===== src/rtl/image_mem_reader_if.sv =====
// Bundles the command, image-memory read port and pixel stream signals of image_mem_reader.
//   start/base/len   : transfer command (sampled when the reader is idle)
//   busy/done        : transfer status
//   mem_*            : read side of the 16-bit image memory (1-cycle registered latency)
//   pix_*            : valid/ready pixel stream with last-beat marker
// Modports: master = the reader, slave = its environment.
interface image_mem_reader_if #(
    parameter int unsigned ADDR_W = 14,
    parameter int unsigned DATA_W = 16
);
    logic              start;
    logic [ADDR_W-1:0] base;
    logic [ADDR_W:0]   len;
    logic              busy;
    logic              done;
    logic              mem_enable;
    logic              mem_read_enable;
    logic              mem_write_enable;
    logic [ADDR_W-1:0] mem_address;
    logic [DATA_W-1:0] mem_data;
    logic [DATA_W-1:0] pix_data;
    logic              pix_valid;
    logic              pix_ready;
    logic              pix_last;

    modport master (
        input  start, base, len, mem_data, pix_ready,
        output busy, done, mem_enable, mem_read_enable, mem_write_enable,
               mem_address, pix_data, pix_valid, pix_last
    );

    modport slave (
        output start, base, len, mem_data, pix_ready,
        input  busy, done, mem_enable, mem_read_enable, mem_write_enable,
               mem_address, pix_data, pix_valid, pix_last
    );
endinterface


===== src/rtl/image_mem_reader.sv =====
// Streaming read engine: on start, reads len consecutive words from base out of the
// image memory and presents them as a valid/ready pixel stream, with a 4-entry FIFO
// absorbing backpressure.
//   clk   : rising-edge clock
//   rst_n : asynchronous active-low reset
//   bus   : image_mem_reader_if.master (command, status, memory read port, pixel stream)
module image_mem_reader #(
    parameter int unsigned ADDR_W = 14,
    parameter int unsigned DATA_W = 16
) (
    input  logic               clk,
    input  logic               rst_n,
    image_mem_reader_if.master bus
);
    localparam int unsigned LEN_W = ADDR_W + 1;
    localparam int unsigned DEPTH = 4;
    localparam int unsigned CNT_W = 3;

    localparam logic [1:0] ST_IDLE  = 2'd0;
    localparam logic [1:0] ST_READ  = 2'd1;
    localparam logic [1:0] ST_DRAIN = 2'd2;
    localparam logic [1:0] ST_DONE  = 2'd3;

    logic [1:0]        state_q, state_d;
    logic [ADDR_W-1:0] addr_q, addr_d;
    logic [LEN_W-1:0]  len_q, len_d;
    logic [LEN_W-1:0]  issued_q, issued_d;
    logic [LEN_W-1:0]  beat_q, beat_d;
    logic              rd_q, rd_d;              // read issued in the current cycle
    logic              inflight_q, inflight_d;  // read issued last cycle; its data is on mem_data
    logic [CNT_W-1:0]  count_q, count_d;
    logic [DATA_W-1:0] fifo_q [DEPTH];
    logic [DATA_W-1:0] fifo_d [DEPTH];
    logic              busy_q, busy_d;
    logic              done_q, done_d;
    logic              valid_q, valid_d;
    logic              last_q, last_d;
    logic              pop_c;
    logic [CNT_W-1:0]  kept_c;

    // Next-state, FIFO and registered-output computation
    always_comb begin
        state_d    = state_q;
        addr_d     = addr_q;
        len_d      = len_q;
        issued_d   = issued_q;
        beat_d     = beat_q;
        inflight_d = rd_q;
        fifo_d     = fifo_q;

        // Shift FIFO: entry 0 is always the head, so pix_data comes straight from a flop
        pop_c  = valid_q & bus.pix_ready;
        kept_c = count_q - CNT_W'(pop_c);
        if (pop_c) begin
            for (int i = 0; i < int'(DEPTH) - 1; i++) begin
                fifo_d[i] = fifo_q[i + 1];
            end
            beat_d = beat_q + LEN_W'(1);
        end
        // Returning read data lands right behind whatever survives this cycle's pop
        if (inflight_q) begin
            for (int i = 0; i < int'(DEPTH); i++) begin
                if (CNT_W'(i) == kept_c) begin
                    fifo_d[i] = bus.mem_data;
                end
            end
        end
        count_d = kept_c + CNT_W'(inflight_q);

        if (rd_q) begin
            addr_d   = addr_q + ADDR_W'(1);
            issued_d = issued_q + LEN_W'(1);
        end

        case (state_q)
            ST_IDLE: begin
                if (bus.start) begin
                    addr_d   = bus.base;
                    len_d    = bus.len;
                    issued_d = '0;
                    beat_d   = '0;
                    state_d  = (bus.len == '0) ? ST_DONE : ST_READ;
                end
            end
            ST_READ: begin
                if (rd_q && (issued_d == len_q)) begin
                    state_d = ST_DRAIN;
                end
            end
            ST_DRAIN: begin
                if (pop_c && (beat_q == len_q - LEN_W'(1))) begin
                    state_d = ST_DONE;
                end
            end
            ST_DONE: begin
                state_d = ST_IDLE;
            end
            default: begin
                state_d = ST_IDLE;
            end
        endcase

        // Issue next cycle only if every word in FIFO or in flight still has a slot
        rd_d    = (state_d == ST_READ) && ((count_d + CNT_W'(inflight_d)) < CNT_W'(DEPTH));
        busy_d  = (state_d == ST_READ) || (state_d == ST_DRAIN);
        done_d  = (state_d == ST_DONE);
        valid_d = (count_d != '0);
        last_d  = valid_d && ((beat_d + LEN_W'(1)) == len_d);
    end

    // State and datapath registers
    always_ff @(posedge clk or negedge rst_n) begin
        if (!rst_n) begin
            state_q    <= ST_IDLE;
            addr_q     <= '0;
            len_q      <= '0;
            issued_q   <= '0;
            beat_q     <= '0;
            rd_q       <= 1'b0;
            inflight_q <= 1'b0;
            count_q    <= '0;
            for (int i = 0; i < int'(DEPTH); i++) begin
                fifo_q[i] <= '0;
            end
            busy_q     <= 1'b0;
            done_q     <= 1'b0;
            valid_q    <= 1'b0;
            last_q     <= 1'b0;
        end else begin
            state_q    <= state_d;
            addr_q     <= addr_d;
            len_q      <= len_d;
            issued_q   <= issued_d;
            beat_q     <= beat_d;
            rd_q       <= rd_d;
            inflight_q <= inflight_d;
            count_q    <= count_d;
            fifo_q     <= fifo_d;
            busy_q     <= busy_d;
            done_q     <= done_d;
            valid_q    <= valid_d;
            last_q     <= last_d;
        end
    end

    assign bus.busy             = busy_q;
    assign bus.done             = done_q;
    assign bus.mem_enable       = rd_q;
    assign bus.mem_read_enable  = rd_q;
    assign bus.mem_write_enable = 1'b0;
    assign bus.mem_address      = addr_q;
    assign bus.pix_data         = fifo_q[0];
    assign bus.pix_valid        = valid_q;
    assign bus.pix_last         = last_q;
endmodule


===== src/flat_wrapper.sv =====
// flat-port wrapper written by rule: the top's interface ports become plain ports
module image_mem_reader_flat 
#(
    parameter int unsigned ADDR_W = 14,
    parameter int unsigned DATA_W = 16
)
  (clk, rst_n, bus_start, bus_base, bus_len, bus_mem_data, bus_pix_ready, bus_busy, bus_done, bus_mem_enable, bus_mem_read_enable, bus_mem_write_enable, bus_mem_address, bus_pix_data, bus_pix_valid, bus_pix_last);
  image_mem_reader_if #(.ADDR_W(ADDR_W), .DATA_W(DATA_W)) bus_i ();
  input  logic clk;
  input  logic rst_n;
  input wire logic [$bits(bus_i.start)-1:0] bus_start;
  input wire logic [$bits(bus_i.base)-1:0] bus_base;
  input wire logic [$bits(bus_i.len)-1:0] bus_len;
  input wire logic [$bits(bus_i.mem_data)-1:0] bus_mem_data;
  input wire logic [$bits(bus_i.pix_ready)-1:0] bus_pix_ready;
  output wire logic [$bits(bus_i.busy)-1:0] bus_busy;
  output wire logic [$bits(bus_i.done)-1:0] bus_done;
  output wire logic [$bits(bus_i.mem_enable)-1:0] bus_mem_enable;
  output wire logic [$bits(bus_i.mem_read_enable)-1:0] bus_mem_read_enable;
  output wire logic [$bits(bus_i.mem_write_enable)-1:0] bus_mem_write_enable;
  output wire logic [$bits(bus_i.mem_address)-1:0] bus_mem_address;
  output wire logic [$bits(bus_i.pix_data)-1:0] bus_pix_data;
  output wire logic [$bits(bus_i.pix_valid)-1:0] bus_pix_valid;
  output wire logic [$bits(bus_i.pix_last)-1:0] bus_pix_last;
  assign bus_i.start = bus_start;
  assign bus_i.base = bus_base;
  assign bus_i.len = bus_len;
  assign bus_i.mem_data = bus_mem_data;
  assign bus_i.pix_ready = bus_pix_ready;
  assign bus_busy = bus_i.busy;
  assign bus_done = bus_i.done;
  assign bus_mem_enable = bus_i.mem_enable;
  assign bus_mem_read_enable = bus_i.mem_read_enable;
  assign bus_mem_write_enable = bus_i.mem_write_enable;
  assign bus_mem_address = bus_i.mem_address;
  assign bus_pix_data = bus_i.pix_data;
  assign bus_pix_valid = bus_i.pix_valid;
  assign bus_pix_last = bus_i.pix_last;
  image_mem_reader #(.ADDR_W(ADDR_W), .DATA_W(DATA_W)) u_core (.clk(clk), .rst_n(rst_n), .bus(bus_i));
endmodule

===== config.mk =====
export PLATFORM = sky130hd
export DESIGN_NAME = image_mem_reader_flat
export DESIGN_NICKNAME = d
export VERILOG_FILES = /design/src/rtl/image_mem_reader_if.sv /design/src/rtl/image_mem_reader.sv /design/src/flat_wrapper.sv
export SDC_FILE = /design/constraint.sdc
export NUM_CORES = 1
export LEC_CHECK = 0
export ABC_AREA = 1
export ABC_CLOCK_PERIOD_IN_PS = 3000
export CAP_MARGIN = 15
export CORE_ASPECT_RATIO = 0.9
export CORE_MARGIN = 2
export CORE_UTILIZATION = 59
export CTS_BUF_LIST = sky130_fd_sc_hd__clkbuf_4 sky130_fd_sc_hd__clkbuf_8
export CTS_CLUSTER_DIAMETER = 100
export DETAILED_ROUTE_END_ITERATION = 10
export PLACE_DENSITY_LB_ADDON = 0.08
export SETUP_SLACK_MARGIN = 0.5
export SLEW_MARGIN = 20
export SYNTH_ARGS = -nofsm -noshare
export SYNTH_HDL_FRONTEND = slang
export SYNTH_SLANG_ARGS = --single-unit

===== constraint.sdc =====
create_clock -name clk -period 3 [get_ports clk]
set_clock_uncertainty 0.15 [all_clocks]
set_input_delay 0.9 -clock clk [delete_from_list [all_inputs] [get_ports clk]]
set_output_delay 0.9 -clock clk [all_outputs]
set_load 0.03 [all_outputs]

# After elaboration in Yosys (flattened, before gate mapping)
# Cells that the tools add are included.
op_classes:
  addsub: 8
  n_mul: 0
  div: 0
  magnitude_cmp: 1
  eq_ne: 12
  shifts: 0
  n_mux: 22
  bitwise: 1
  reduce_logical: 10
ops:
  columns: ["op", "count"]
  rows:
  - ["$mux W15", 8]
  - ["$mux W16", 4]
  - ["$mux W64", 1]
  - ["$mux W48", 1]
  - ["$add A15 B1 Y15 const B", 3]
  - ["$eq A15 B15 Y1", 3]
  - ["$mux W14", 3]
  - ["$logic_not A15 Y1", 1]
  - ["$sub A15 B1 Y15 const B", 1]
  - ["$add A14 B1 Y14 const B", 1]
  - ["$eq A2 B2 Y1 const B", 4]
  - ["$mux W2", 4]
  - ["$pmux W2 S4", 1]
  - ["$add A3 B1 Y3", 2]
  - ["$eq A2 B3 Y1 const A", 2]
  - ["$eq A2 B1 Y1 const B", 2]
  - ["$logic_and A1 B1 Y1", 4]
  - ["$eq A1 B3 Y1 const A", 1]
  - ["$logic_not A3 Y1", 1]
  - ["$lt A3 B3 Y1 const B", 1]
  - ["$reduce_bool A3 Y1", 1]
  - ["$sub A3 B1 Y3", 1]
  - ["$logic_not A2 Y1", 1]
  - ["$reduce_and A2 Y1", 1]
  - ["2 further kinds", 2]
totals:
  regBits: 134
  latch_bits: 0
  ram_bits: 0
  rom_bits: 0
  mem_count: 0

# Longest topological paths before layout
depth:
  depth_word: 8
  mapped_depth: 20
  mapped_depth_nobuf: 20

# Least setup slack after synthesis
# No wires, ideal clock.
synth_timing:
  path_type: "input to register"
  startpoint: "input port bus_pix_ready"
  endpoint: "register u_core.fifo_q[2] (netlist bit)"
  arrival_ns: 2.855
  setup_slack_ns: -0.130
  stages: 9
  cell_sequence: "nand2_2 inv_2 clkbuf_1 ha_1 ha_1 xnor2_1 nand3_1 clkbuf_1 mux2_2"
synth_via:
  elab_chain_len: 4
synth_lines:
  columns: ["item", "line_no", "source"]
  rows:
  - ["from (decl)", "flat_wrapper.sv:15", "input wire logic [$bits(bus_i.pix_ready)-1:0] bus_pix_ready;"]
  - ["$and A1 B1 Y1", "image_mem_reader.sv:52", "pop_c = valid_q & bus.pix_ready;"]
  - ["$sub A3 B1 Y3", "image_mem_reader.sv:53", "kept_c = count_q - CNT_W'(pop_c);"]
  - ["$eq A2 B3 Y1", "image_mem_reader.sv:63", "if (CNT_W'(i) == kept_c) begin"]
  - ["$reduce_and A2 Y1 (no line)", null, null]
  - ["to (signal assigned)", "image_mem_reader.sv:138", "fifo_q <= fifo_d;"]
  - ["to (decl)", "image_mem_reader.sv:32", "logic [DATA_W-1:0] fifo_q [DEPTH];"]
# No other way between the ends.
# A chain may end at the register's enable or synchronous reset.

# Worst setup path after layout
layout_timing:
  startpoint: "input port bus_len[4]"
  endpoint: "register u_core.busy_q (netlist: u_core.bus.busy)"
layout_via:
  elab_chain_len: 6
layout_lines:
  columns: ["item", "line_no", "source"]
  rows:
  - ["from (decl)", "flat_wrapper.sv:13", "input wire logic [$bits(bus_i.len)-1:0] bus_len;"]
  - ["$logic_not A15 Y1 *", "image_mem_reader.sv:82", "state_d = (bus.len == '0) ? ST_DONE : ST_READ;"]
  - ["$mux W2 *", "image_mem_reader.sv:82", null]
  - ["$mux W2 *", "image_mem_reader.sv:77", "if (bus.start) begin"]
  - ["$pmux W2 S4 *", "image_mem_reader.sv:75", "case (state_q)"]
  - ["$eq A2 B1 Y1 or $eq A2 B2 Y1 (tied branches)", "image_mem_reader.sv:105", "busy_d = (state_d == ST_READ) || (state_d == ST_DRAIN);"]
  - ["$logic_or A1 B1 Y1 *", "image_mem_reader.sv:105", null]
  - ["named net u_core.busy_d", "image_mem_reader.sv:34", "logic busy_q, busy_d;"]
  - ["to (signal assigned)", "image_mem_reader.sv:139", "busy_q <= busy_d;"]
  - ["to (decl)", "image_mem_reader.sv:34", null]
# The timed path passes the listed nets; every way through them passes the cells marked *.

==> results.txt <==
STA classifies the critical path endpoint as a flop. Using the TritonRoute via totals, the vias-per-cell ratio works out to 5.39. The count of final hold-check violations came out at 0. The run finished with clean final reports. The number of global-route vias before repair was 6918. The kind of path behind the tightest hold check is in -> async. The routed design could run at a clock period as short as 2.60 ns. The number of antenna violations at the first check in global routing came out at 0. In this run the mean area of a mapped cell was 7.29 um^2. The achievable clock frequency is 0.385 GHz. The post-synth net total is 1161.

The post-route standard cell area excluding fillers is 10300 um^2. The effective utilization at floorplan came out at 0.603. The area fraction in and, or, nand and nor cells after synthesis came out at 0.336. The data arrival time of the critical path came out at 2.80 ns.

The worst setup path is launched from a primary input. The critical path in this run is classified as in -> reg. The first-pass detailed-route iteration total came out at 6. The number of cells on the worst reg-to-reg path is 14. The top fanout value on the critical path came out at 2. The remaining design rule violation count is 0.

The relative max-transition margin came out at 0.645. The count of clock tree sinks came out at 134. The die covers 14600 um^2. The pin slew with the least headroom to its limit is 0.527 ns. The standard cell area after detailed placement is 9480 um^2. The number of placement rows is 40. The number of levels in the clock H-tree came out at 4. The areal power density over the cells is 1060 nW/um^2. The share of Yosys cell area claimed by the top area cell type came out at 0.418.

The TritonCTS clock tree is done. In this run the critical register-to-register path is launched from u_core.issued_q[1]$_DFF_PN0_. Port buffering added 84 buffers. The final cell utilization of the core came out at 0.773.

The number of max-cap violations came out at 0. The required arrival time at the worst endpoint came out at 3.20 ns. Total power for the finished layout comes to 10.9 mW. Routability-driven placement finished with a final weighted congestion of 0.906. The number of nets at the end of the flow is 1294. The number of synthesis warnings is 0. The vertical die dimension came out at 115 um. Dividing the detail-routed wire length by the instance count gives 14.3 um. The final period utilization is 0.867. The maximum clock insertion buffer count came out at 2. Counting every instance in the synthesized netlist gives 1101. The adder-cell share of the synthesized area is 0.0171.

Of the post-synthesis cell area, the part taken by muxes is 0.0210. In this run, placement finished with an instance count of 1368. The half-perimeter wire length after placement came out at 14200 um. The distinct cell type count after synthesis came out at 34. The fraction of final layout cells with drive strength greater than 1 came out at 0.192.

The number of diodes added for antenna fixing is 0. The largest net degree at the start of global routing is 54. The origin of the worst setup path is bus_len[4]. The post-synthesis cell area is 8030 um^2. Setup repair after global routing could not meet its margin everywhere. From synthesis to final layout, the design area changed by 28.3%.

For this run, the register share of the synthesized area comes to 0.418. Leaving out fill and tap cells, the most frequent cell in the layout is nand2_1. The final number of setup-violating endpoints came out at 0. The tree is rooted in a clkbuf_8. Yosys attributes the largest share of cell area to dfrtp_1 42%, nand2_1 16%, nor2_1 6.7%, nand3_1 5.4%, inv_1 5.0%. After global routing the overflow that remains totals 0. In the layout the commonest cells are 325 x nand2_1, 127 x nor2_1, 126 x dfrtp_1, 101 x inv_1, 74 x nand3_1.

The global router's overall resource usage came out at 0.284. The worst IR drop on VDD is 630 uV. The largest family of logic cells by synthesized area is simple AND/OR/NAND/NOR gates. The number of buffers created by CTS came out at 17. The area of the core is 13300 um^2. The post-synthesis register bit count is 134. The horizontal die dimension came out at 127 um. The analysis attributes to cell leakage a power of 4.98 nW.

86 I/O pins were placed. The final layout contains routed wiring with a total length of 20200 um. The number of standard cells in the final layout excluding fillers came out at 1415. The worst-case hold slack is 0.237 ns.

Of the total synthesized cell area, the portion taken by XOR and XNOR cells is 0.0514. The first-pass GRT wire length came out at 33000 um. The count of pins over their slew limit is 0.

The cell type with the highest aggregate area in the netlist is dfrtp_1. The initial detailed-routing violation count is 588. The final antenna-violating net count is 0. The number of vias after detailed routing came out at 7632. The capture point of the worst reg-to-reg path is u_core.bus.busy$_DFF_PN0_.

The clock transition at the register clock pins on the worst setup and hold paths after CTS came out at 0.07 ns. The compound-gate portion of the synthesized area came out at 0.0678. The later pin in the worst-skew pair is clocked with a latency of 0.45 ns. The timing endpoint of the critical path is u_core.bus.busy$_DFF_PN0_. The worst reg-to-reg setup slack came out at 0.48 ns. In this run, post-CTS hold repair placed 0 buffers.
==> worst min-delay path by stage <==
stage	from	to	slack, ns	depth (start not counted)
after CTS	rst_n	u_core.bus.mem_address[13]$_DFF_PN0_	0.23	1
after floorplan	u_core.fifo_q[15]$_DFFE_PN0P_	u_core.fifo_q[15]$_DFFE_PN0P_	0.30	2
after detailed placement	u_core.fifo_q[15]$_DFFE_PN0P_	u_core.fifo_q[15]$_DFFE_PN0P_	0.33	2
after global routing	rst_n	u_core.bus.mem_address[13]$_DFF_PN0_	0.26	1
final	rst_n	u_core.bus.mem_address[13]$_DFF_PN0_	0.24	1
after global placement	u_core.fifo_q[15]$_DFFE_PN0P_	u_core.fifo_q[15]$_DFFE_PN0P_	0.32	2
==> cell families after synthesis <==
kind of cell,after synthesis
adder cells (fa/ha/maj),11
AND/OR/NAND/NOR,636
other,1
multiplexers,15
AO/OA/AOI/OAI,95
buffers and inverters,165
XOR/XNOR,44
flip-flops,134
==> flip-flops by register name, summed over array words and instances (netlist names), 2 cells and up <==
register,flops
u_core.beat_q,15
u_core.bus.mem_address,14
u_core.bus.pix_data,16
u_core.count_q,3
u_core.fifo_q,48
u_core.issued_q,15
u_core.len_q,15
u_core.state_q,2
==> cell type report <==
class / count / area [um^2]
clock buffers: 22 / 297
clock inverters: 10 / 169
fillers: 990 / 3020
inverters: 113 / 432
multi-input cells: 802 / 4310
flip-flops and latches: 134 / 3360
well taps: 168 / 210
repair buffers: 166 / 1510
==> synth_stat cells, drive strengths merged <==
master / number
a31oi: 47
nor4: 2
ha: 11
nand3: 89
or2: 2
xnor3: 2
buf: 32
mux2: 15
o21bai: 1
clkbuf: 20
clkinv: 1
nand4: 19
nor3: 12
nand3b: 6
a21oi: 11
xor2: 31
inv: 112
dfrtp: 134
xnor2: 11
nand2: 346
o21ai: 36
conb: 1
nor2: 159
or4: 1
==> where the power goes <==
group          total, mW  switching, mW  internal, mW
Combinational       5.77           3.33          2.44
Sequential          3.41          0.741          2.67
Clock               1.75          0.744          1.01
Total               10.9           4.81          6.12
==> layer usage <==
layer,vias to the layer above,track usage,wire [um]
li1,3773,-,-
met1,3560,0.430,9570
met2,278,0.418,8920
met3,21,0.0505,1480
met4,0,0.0850,240
met5,-,0,0
==> critical path, stage by stage <==
cell and delay, ns:
clkdlybuf4s50_1 0.48, or4_1 0.50, nor3_1 0.21, nand4_1 0.20
nand2_1 0.13, a21oi_1 0.07, ha_4 0.28, inv_2 0.02
==> stage by stage <==
step	setup TNS, ns	setup WS (ns)
floorplan	0	0.248
global placement	-3.91	-0.418
detailed placement	-4.64	-0.434
CTS	0	0.503
global route	0	0.349
finish	0	0.400
==> timing repair <==
| item | 4_1_cts | 5_1_grt |
|---|---|---|
| setup endpoints to repair | 81 | 7 |
| resized for setup | 62 | 72 |
| setup buffers | 3 | 12 |
| endpoints found under the hold margin | 0 | 0 |
| pin swaps | 7 | 34 |
Note: power is estimated with default switching activity, not from simulation.
